$ cat src/rtl/reg_trace_streamer.sv
// Register-file trace streamer: on a commit trigger, sends PC then x0..x31
// over a valid/ready word stream while holding the CPU stalled.
module reg_trace_streamer #(
  parameter int MAX_FRAMES = 30,
  parameter int NUM_REGS   = 32,
  parameter int CNT_W      = 8
) (
  input  logic             clk_i,
  input  logic             rst_i,
  input  logic             start_i,
  input  logic             trigger_i,
  input  logic [31:0]      pc_i,
  output logic [4:0]       reg_addr_o,
  input  logic [31:0]      reg_data_i,
  output logic             stall_o,
  output logic [31:0]      tdata_o,
  output logic             tvalid_o,
  input  logic             tready_i,
  output logic             tlast_o,
  output logic [5:0]       tindex_o,
  output logic [CNT_W-1:0] frame_cnt_o,
  output logic [CNT_W-1:0] drop_cnt_o,
  output logic             done_o
);

  typedef enum logic [1:0] {
    IDLE,
    SEND_PC,
    SEND_REG,
    DONE
  } state_t;

  localparam logic [5:0]       LAST_IDX = 6'(NUM_REGS);
  localparam logic [CNT_W-1:0] MAX_CNT  = CNT_W'(MAX_FRAMES);

  state_t           state_q, state_d;
  logic [31:0]      pc_q, pc_d;
  logic [5:0]       idx_q, idx_d;
  logic [CNT_W-1:0] fcnt_q, fcnt_d;
  logic [CNT_W-1:0] dcnt_q, dcnt_d;
  logic [CNT_W-1:0] fcnt_inc;
  logic             req;
  logic             busy;
  logic             last;

  assign req      = trigger_i & start_i;
  assign busy     = (state_q == SEND_PC) || (state_q == SEND_REG);
  assign last     = (state_q == SEND_REG) && (idx_q == LAST_IDX);
  assign fcnt_inc = fcnt_q + 1'b1;

  always_ff @(posedge clk_i or negedge rst_i) begin
    if (!rst_i) begin
      state_q <= IDLE;
      pc_q    <= '0;
      idx_q   <= '0;
      fcnt_q  <= '0;
      dcnt_q  <= '0;
    end else begin
      state_q <= state_d;
      pc_q    <= pc_d;
      idx_q   <= idx_d;
      fcnt_q  <= fcnt_d;
      dcnt_q  <= dcnt_d;
    end
  end

  always_comb begin
    state_d = state_q;
    pc_d    = pc_q;
    idx_d   = idx_q;
    fcnt_d  = fcnt_q;
    dcnt_d  = dcnt_q;
    unique case (state_q)
      IDLE: begin
        if (req) begin
          pc_d    = pc_i;
          idx_d   = '0;
          state_d = SEND_PC;
        end
      end
      SEND_PC: begin
        if (tready_i) begin
          idx_d   = 6'd1;
          state_d = SEND_REG;
        end
      end
      SEND_REG: begin
        if (tready_i) begin
          if (last) begin
            fcnt_d  = fcnt_inc;
            idx_d   = '0;
            state_d = (fcnt_inc == MAX_CNT) ? DONE : IDLE;
          end else begin
            idx_d = idx_q + 6'd1;
          end
        end
      end
      DONE: begin
        state_d = DONE;
      end
      default: begin
        state_d = IDLE;
      end
    endcase
    // busy triggers are rejected, including on the final handshake
    if (busy && req && (dcnt_q != '1)) begin
      dcnt_d = dcnt_q + 1'b1;
    end
  end

  assign tvalid_o    = busy;
  assign stall_o     = busy;
  assign done_o      = (state_q == DONE);
  assign tindex_o    = idx_q;
  assign tlast_o     = last;
  assign frame_cnt_o = fcnt_q;
  assign drop_cnt_o  = dcnt_q;

  always_comb begin
    reg_addr_o = '0;
    tdata_o    = '0;
    unique case (1'b1)
      (state_q == SEND_PC): begin
        tdata_o = pc_q;
      end
      (state_q == SEND_REG): begin
        reg_addr_o = 5'(idx_q - 6'd1);
        tdata_o    = reg_data_i;
      end
      default: begin
        tdata_o = '0;
      end
    endcase
  end

endmodule

$ cat config.mk
export PLATFORM = sky130hd
export DESIGN_NAME = reg_trace_streamer
export DESIGN_NICKNAME = d
export VERILOG_FILES = /design/src/rtl/reg_trace_streamer.sv
export SDC_FILE = /design/constraint.sdc
export NUM_CORES = 1
export LEC_CHECK = 0
export BUFFER_PORTS_ARGS = -buffer_cell sky130_fd_sc_hd__buf_2
export CAP_MARGIN = 25
export CORE_ASPECT_RATIO = 0.8
export CORE_MARGIN = 2
export CORE_UTILIZATION = 40
export CTS_CLUSTER_DIAMETER = 60
export DETAILED_ROUTE_END_ITERATION = 12
export PLACE_DENSITY = 0.75
export SETUP_SLACK_MARGIN = 0.4
export SYNTH_ARGS = -nofsm -noshare
export SYNTH_HDL_FRONTEND = slang
export SYNTH_SLANG_ARGS = --single-unit
$ cat constraint.sdc
create_clock -name clk_i -period 2.3 [get_ports clk_i]
set_input_delay 0.23 -clock clk_i [delete_from_list [all_inputs] [get_ports clk_i]]
set_output_delay 0.23 -clock clk_i [all_outputs]
set_load 0.1 [all_outputs]
==> metrics.md, run 1 <==
| Metric | Value |
|---|---|
| Die H | 81.7 um |
| Gr ovfl total | 0 |
| Post-synthesis sequential area ratio | 0.464 |
| Synth warn | 0 |
| Initial drt markers | 69 |
| Number of routed nets with antenna violations | 0 |
| CP delay by family, top | flip-flops |
| Clock slew at reported path FFs | 0.10 ns |
| # setup viols final | 0 |
| Top-level I/O count | 132 |
| Nets | 521 |
| Slew @ Worst Pin | 0.817 ns |
| Max incr delay on CP | 0.40 ns |
| Setup repair after global routing missed its margin | yes |
| Worst skew pair latency | 0.31 ns |
| Die Wd | 101 um |
| First-pass GRT wire length | 14.5 mm |
| Max cap viols | 0 |
| Register area | 1430 um^2 |
| Initial Utilization | 0.411 |
| Site Rows | 28 |
| Post-DR vias/cell | 5.38 |
| Syn-to-layout area delta | 77.3% |
| Initial antenna violation count | 0 |
| Fin. max-slew vios | 0 |
| Final Cycle Share | 0.850 |
| CP bufs+invs | 2 |
| TritonCTS Buffers | 5 |
| GP Congestion | 0.815 |
| Achievable clock frequency | 512 MHz |
| Clock Skews | 0.00563 ns |
| Syn_nets | 370 |
| Vias post-DR | 2864 |
| Filler cell count | 493 |
| Routed wire length | 9.52 mm |
| # diodes | 0 |
| Mapped Area | 3020 um^2 |
| Syn_area_per_cell | 10.4 um^2 |
| Worst-path maximum fanout | 15 |
| Largest net degree at the start of global routing | 37 |
| Routed wire per std cell | 17.9 um |
| Worst min-delay path category | in -> async |
| DRC | 0 |
| Drt first pass iters | 4 |
| Die area | 8270 um^2 |
| Max Root-Sink Buffers | 2 |
| Run status | finished clean |
| Worst flop-to-flop path startpoint | state_q[0] |
| CTS tree | yes |
| Core area | 7360 um^2 |
| Sum Neg Setup Slack | 0 ns |
| Vias in the first global route | 2865 |
| Clock Tree Root | clkbuf_8 |
| CTS HTree Levels | 2 |
| Hpwl dp | 6.47 mm |
| Post-Syn Instances | 290 |
| Critical path class | reg -> reg |
| CP Data Arrival Time | 2.14 ns |
| CP Capture Type | flop |
| Placed Area | 4740 um^2 |
| Clk sinks | 56 |
| Cell Chain, Critical Path | buf_4 -> ha_4 -> buf_12 -> nor2_1 -> o21ai_1 -> nor2_2 -> mux2i_1 -> o21ai_0 |
| Worst setup path startpoint | state_q[0] |
| I/O Buffers | 131 |
| CP max-delay cell | dfrtp_1 |
| Critical path depth | 8 |
| GRT Overall Usage | 0.222 |
| Period minus WS final | 1.95 ns |
| Post-synth cell types | 35 |
| Final Cell Area | 5350 um^2 |
| Number of hold violations in the final report | 0 |
| Setup crit start kind | flop |
| Share of layout cells above drive strength 1 | 0.713 |
| CP required | 2.49 ns |
| Multi-input logic area | 2050 um^2 |
| Synthesized flop and latch total | 56 |
| Max-slew headroom | 0.455 |
| Worst reg2reg path depth | 8 |
stage by stage:
step | utilization | std cells | hold slack, ns | setup WS (ns)
finish | 0.728 | 532 | 0.00508 | 0.346
detailed placement | 0.644 | 505 | 0.378 | 0.299
floorplan | - | 290 | -0.0656 | 0.126
global route | 0.728 | 532 | 0.0554 | 0.269
CTS | 0.703 | 523 | 0.0330 | 0.355
global placement | 0.644 | 505 | 0.365 | 0.439
final cells by class:
type	count	area share
flip-flops and latches	56	0.268
clock buffers	5	0.0129
repair buffers	160	0.304
clock inverters	3	0.00397
inverters	8	0.00795
well taps	90	0.0210
multi-input cells	210	0.382
worst reg2reg max path, cell delays in order, from the launching register on:
cell and delay, ns:
dfrtp_1 0.40, buf_4 0.16, ha_4 0.18, buf_12 0.15, nor2_1 0.18, o21ai_1 0.16
nor2_2 0.19, mux2i_1 0.27, o21ai_0 0.13
worst paths after layout:
kind	endpoint	slack [ns]
max	state_q[1]	0.35
min	frame_cnt_o[3]	0.005
max reg2reg	state_q[1]	0.35
min reg2reg	drop_cnt_o[6]	0.49
max in group asynchronous	pc_q[20]	1.62
min in group clk_i	pc_q[16]	0.15
layout by cell type (no fill, tap or decap), types with 3 or more instances in the layout:
cell type,count
buf_2,91
ha_1,7
nor3_1,3
o21ai_0,10
buf_12,44
nor2_4,37
xor2_1,12
inv_2,3
and3_1,3
buf_6,3
clkbuf_8,5
xnor2_1,8
nand4_1,3
mux2_2,33
dfrtp_1,36
a21oi_1,4
dfrtp_2,17
dfrtp_4,3
ha_4,4
nor2_1,10
a22oi_2,32
buf_4,15
nand2_1,10
clkbuf_16,3
nand3_1,10
cells in the mapped netlist:
cell	n	area, um^2
o2111a_1	1	11.3
a211o_1	1	8.76
and3_4	2	22.5
buf_6	1	11.3
buf_4	1	7.51
buf_1	5	18.8
nand4b_1	1	8.76
nand3_2	2	20.0
xnor2_1	9	78.8
o221ai_1	1	8.76
inv_1	8	30.0
ha_1	11	138
o21ai_0	11	55.1
a21bo_2	1	10.0
nor2b_1	1	6.26
buf_2	1	5.00
nand4_1	3	18.8
nand2_1	10	37.5
a21oi_1	4	20.0
mux2i_1	1	10.0
xor2_1	12	105
o41ai_1	1	8.76
clkbuf_1	8	30.0
nand2b_1	2	12.5
and3_1	3	18.8
nor3_1	4	20.0
mux2_2	33	372
dfrtp_1	56	1400
nand2_2	1	6.26
a22oi_1	32	240
nor4b_4	1	23.8
nor2_1	49	184
nand3_1	11	55.1
a31oi_1	1	6.26
nor3_2	1	10.0
logic make-up after synthesis:
family	after synthesis	synth area share
AOI/OAI and AO/OA	53	0.122
xor gates and xnor gates	21	0.0609
adders and majority gates	11	0.0456
buffers and inverters	24	0.0340
DFF	56	0.464
muxes	34	0.126
and+or+nand+nor	91	0.147
routing by layer:
layer | GRT usage | vias to the layer above | share of wire
li1 | - | 1322 | -
met1 | 0.283 | 1420 | 0.42
met2 | 0.383 | 106 | 0.51
met3 | 0.0443 | 16 | 0.051
met4 | 0.0703 | 0 | 0.020
met5 | 0 | - | 0
registers in the layout (all words and copies together) (netlist names):
signal	cells
pc_q	32
frame_cnt_o	8
tindex_o	6
state_q	2
drop_cnt_o	8
what timing repair did:
action	CTS	global route
hold buffers	0	0
gates cloned	1	3
endpoints found under the setup margin	44	50
buffers inserted	9	6
gates resized for setup	55	16
pin swaps	7	14
Power of run 1 is not shown: default switching activity piles up to over one toggle a cycle in this logic, so the estimate is an artifact.
==> inputs of run 2 (changes only) <==
==> constraint.sdc (replaced) <==
create_clock -name clk_i -period 2.05 [get_ports clk_i]
set_input_delay 0.205 -clock clk_i [delete_from_list [all_inputs] [get_ports clk_i]]
set_output_delay 0.205 -clock clk_i [all_outputs]
set_load 0.1 [all_outputs]
==> metrics.md, run 2 (synthesis results as in run 1) <==
| Metric | Value |
|---|---|
| Final Cycle Share | 0.962 |
| Nets | 537 |
| Max cap viols | 0 |
| Critical path class | reg -> out |
| Worst min-delay path category | in -> async |
| Clock Tree Root | clkbuf_8 |
| Top-level I/O count | 132 |
| Initial Utilization | 0.411 |
| CP Data Arrival Time | 1.77 ns |
| GP Congestion | 0.827 |
| Run status | finished clean |
| Post-DR vias/cell | 5.46 |
| Number of hold violations in the final report | 0 |
| First-pass GRT wire length | 14.9 mm |
| CTS tree | yes |
| Gr ovfl total | 0 |
| M3 GR Usage | 0.0391 |
| Die area | 8270 um^2 |
| Syn-to-layout area delta | 89.6% |
| I/O Buffers | 131 |
| Achievable clock frequency | 507 MHz |
| Period minus WS final | 1.97 ns |
| Die H | 81.7 um |
| TritonCTS Buffers | 5 |
| Die Wd | 101 um |
| Largest net degree at the start of global routing | 57 |
| Initial drt markers | 114 |
| DP Cell Count | 505 |
| Setup repair after global routing missed its margin | yes |
| Final cell count without fillers | 549 |
| Share of layout cells above drive strength 1 | 0.742 |
| Reg with most FFs | pc_q |
| Routed wire length | 10.4 mm |
| Slew @ Worst Pin | 0.718 ns |
| Routed wire per std cell | 18.9 um |
| Max FFs per register | 32 |
| Initial antenna violation count | 1 |
| Max Root-Sink Buffers | 2 |
| Drt first pass iters | 4 |
| Most frequent cells in the layout | buf_2 (90), buf_12 (49), nor2_4 (39), dfrtp_1 (35) |
| CP Capture Type | output pin |
| Vias post-DR | 3000 |
| Worst skew pair latency | 0.31 ns |
| Core area | 7360 um^2 |
| Worst-path maximum fanout | 5 |
| # setup viols final | 0 |
| Clock slew at reported path FFs | 0.10 ns |
| Site Rows | 28 |
| Vias in the first global route | 2957 |
| Number of routed nets with antenna violations | 0 |
| Clk sinks | 56 |
| GRT Overall Usage | 0.232 |
| Max-slew headroom | 0.521 |
| CTS HTree Levels | 2 |
| Hpwl dp | 6.15 mm |
| Clock Skews | 0.00697 ns |
| Fin. max-slew vios | 0 |
| Setup crit start kind | flop |
| Most common cell after layout, fill and taps aside | buf_2 |
| Busiest grt layer | met2 |
| Met2 Use GR | 0.405 |
| DRC | 0 |
| Met1 Usage GRT | 0.296 |
| CP required | 1.85 ns |
run 2: cell types whose count changed in the layout (fill, tap and decap cells not counted), sizes merged:
cell    delta
buf       +18
inv        -2
bufinv     +1
diode      +1
clkbuf     -1
run 2: layout make-up:
cell class	instances	area (um^2)
Multi-Input combinational cell	210	2130
Timing Repair Buffer	176	1880
Fill cell	430	1630
Sequential cell	56	1450
Tap cell	90	113
Clock buffer	6	72.6
Inverter	8	46.3
Clock inverter	2	35.0
Antenna cell	1	2.50
run 2: final timing paths:
kind | start | endpoint | slack [ns] | depth (start not counted)
max | state_q[0] | reg_addr_o[1] | 0.08 | 6
min | rst_i | frame_cnt_o[0] | 0.02 | 2
max reg2reg | tindex_o[0] | frame_cnt_o[2] | 0.12 | 8
min reg2reg | drop_cnt_o[7] | drop_cnt_o[7] | 0.49 | 1
max in group asynchronous | rst_i | frame_cnt_o[1] | 1.49 | 2
min in group clk_i | pc_i[23] | pc_q[23] | 0.13 | 2
run 2: routing by layer:
layer  vias up  part of all wire
li1       1361                 -
met2       109              0.52
met4         0             0.026
met1      1506              0.41
met5         -                 0
met3        24             0.046
run 2: critical path: stages, from the launching register on:
cell and delay [ns]:
dfrtp_1 0.43, inv_2 0.14, ha_4 0.25, clkinvlp_4 0.17
buf_8 0.17, nor2_4 0.12, buf_12 0.18
run 2: through the flow:
step,utilization,hold slack (ns),setup slack (ns),setup TNS (ns),instance area (um^2)
global route,0.778,0.0934,0.0374,0,5730
finish,0.778,0.0194,0.0779,0,5730
global placement,0.646,0.385,0.258,0,4750
CTS,0.732,0.0534,0.150,0,5390
floorplan,-,-0.0906,-0.0774,-2.01,3410
detailed placement,0.646,0.392,0.204,0,4750
run 2: timing repair:
action / 4_1_cts / 5_1_grt
pin swaps: 31 / 29
setup buffers: 16 / 13
gates resized for setup: 75 / 35
gates cloned: 3 / 3
hold buffers: 0 / 0
endpoints found under the setup margin: 57 / 86
Power of run 2 is left out for the same reason.
==> inputs of run 3 (changes only) <==
==> constraint.sdc (replaced) <==
create_clock -name clk_i -period 2.05 [get_ports clk_i]
set_input_delay 0.3075 -clock clk_i [delete_from_list [all_inputs] [get_ports clk_i]]
set_output_delay 0.3075 -clock clk_i [all_outputs]
set_load 0.1 [all_outputs]
==> metrics.md, run 3 (synthesis results as in run 1) <==
| Metric | Value |
|---|---|
| Run status | finished, violations left |
| Violated checks | negative setup slack |
| Reg2Reg Setup Slack | 0.06 ns |
| Fin. max-slew vios | 0 |
| Reg with most FFs | pc_q |
| Top-level I/O count | 132 |
| Sum Neg Setup Slack | -0.615 ns |
| Gr ovfl total | 0 |
| GRT Overall Usage | 0.250 |
| Clk sinks | 56 |
| Most common cell after layout, fill and taps aside | buf_2 |
| CP Data Arrival Time | 1.79 ns |
| Die H | 81.7 um |
| Setup repair after global routing missed its margin | yes |
| Initial Utilization | 0.411 |
| Die area | 8270 um^2 |
| DRC | 0 |
| Number of hold violations in the final report | 0 |
| Share of layout cells above drive strength 1 | 0.795 |
| # diodes | 0 |
| Most frequent cells in the layout | buf_2 (87), buf_12 (48), nor2_4 (41), dfrtp_1 (35) |
| Multi-input logic area | 2310 um^2 |
| Critical path class | reg -> out |
| Routed wire length | 11.5 mm |
| Final Cycle Share | 1.03 |
| Core area | 7360 um^2 |
| GP Congestion | 0.850 |
| Cell Chain, Critical Path | inv_2 -> ha_4 -> clkinv_8 -> buf_16 -> nor2_4 -> buf_12 |
| Slew @ Worst Pin | 0.717 ns |
| Initial antenna violation count | 0 |
| Clock Tree Root | clkbuf_8 |
| Achievable clock frequency | 476 MHz |
| Largest net degree at the start of global routing | 57 |
| First-pass GRT wire length | 16.0 mm |
| CP Capture Type | output pin |
| Max Root-Sink Buffers | 2 |
| Setup crit start kind | flop |
| # setup viols final | 30 |
| I/O Buffers | 131 |
| Worst reg2reg path depth | 10 |
| Clock slew at reported path FFs | 0.11 ns |
| Clock Skews | 0.0167 ns |
| CP required | 1.74 ns |
| CP max-delay cell | dfrtp_1 |
| Site Rows | 28 |
| Routed wire per std cell | 20.9 um |
| CTS tree | yes |
| Max incr delay on CP | 0.40 ns |
| Register area | 1450 um^2 |
| Nets | 537 |
| Worst-path maximum fanout | 8 |
| Max-slew headroom | 0.522 |
| Syn-to-layout area delta | 97.4% |
| Hpwl dp | 6.15 mm |
| Max cap viols | 0 |
| Die Wd | 101 um |
| Max FFs per register | 32 |
| Worst setup margin | -0.0524 ns |
| Initial drt markers | 151 |
| Vias in the first global route | 3063 |
| CTS HTree Levels | 2 |
| Cts hold-fix bufs | 0 |
| Post-DR vias/cell | 5.69 |
| Worst min-delay path category | in -> async |
| Worst flop-to-flop path startpoint | state_q[0] |
| Number of routed nets with antenna violations | 0 |
| Period minus WS final | 2.10 ns |
| Drt first pass iters | 5 |
| Filler cell count | 406 |
| Vias post-DR | 3120 |
| Reg2reg end | state_q[1] |
| Worst skew pair latency | 0.33 ns |
| TritonCTS Buffers | 5 |
## run 3: cell types whose count changed in the layout (fill, tap and decap cells not counted), sizes merged
cell,change
buf,-1
inv,-1
bufinv,+1
clkbuf,+1
diode,-1
## run 3: timing repair
action,CTS,global route
buffers inserted,21,11
cloned,4,1
resized for setup,102,45
setup endpoints to repair,59,68
pin swaps,46,34
## run 3: layout make-up
cell class                      instances  share of cell area
Inverter                                8             0.00944
Timing Repair Buffer                  176               0.319
Sequential cell                        56               0.244
Multi-Input combinational cell        210               0.387
Clock buffer                            6              0.0122
Tap cell                               90              0.0189
Clock inverter                          2              0.0101
## run 3: metal layers
metal  wire length (um)  GRT usage  vias to the layer above  part of all wire
li1                   -          -                     1352                 -
met1               4410      0.306                     1554              0.38
met2               5860      0.422                      163              0.51
met3                654     0.0477                       51             0.057
met4                532      0.134                        0             0.046
met5                  0          0                        -                 0
## run 3: how the worst max path moves through the flow
| stage | to | slack, ns | cells past startpoint | from |
|---|---|---|---|---|
| finish | tdata_o[22] | -0.05 | 6 | state_q[0] |
| global route | reg_addr_o[1] | -0.11 | 7 | state_q[0] |
| CTS | tdata_o[14] | 0.008 | 6 | state_q[1] |
| detailed placement | state_q[1] | 0.03 | 8 | state_q[1] |
| global placement | tindex_o[4] | 0.16 | 8 | state_q[1] |
| floorplan | tdata_o[14] | -0.17 | 5 | state_q[1] |
## run 3: metrics by stage
step | utilization | worst slack [ns] | hold slack, ns | std cells | instance area [um^2]
after floorplan | - | -0.171 | 0.0119 | 290 | 3480
after global placement | 0.652 | 0.158 | 0.464 | 503 | 4800
after detailed placement | 0.652 | 0.0283 | 0.478 | 503 | 4800
after CTS | 0.766 | 0.00846 | 0.146 | 536 | 5630
after global routing | 0.810 | -0.115 | 0.166 | 548 | 5960
final | 0.810 | -0.0524 | 0.0980 | 548 | 5960
## run 3: critical path: cells and delay by family (launching register included)
kind | cells | cell delay (ns)
and+or+nand+nor | 1 | 0.16
adders and majority gates | 1 | 0.34
buffers and inverters | 4 | 0.56
DFF | 1 | 0.40
Power of run 3 is left out for the same reason.
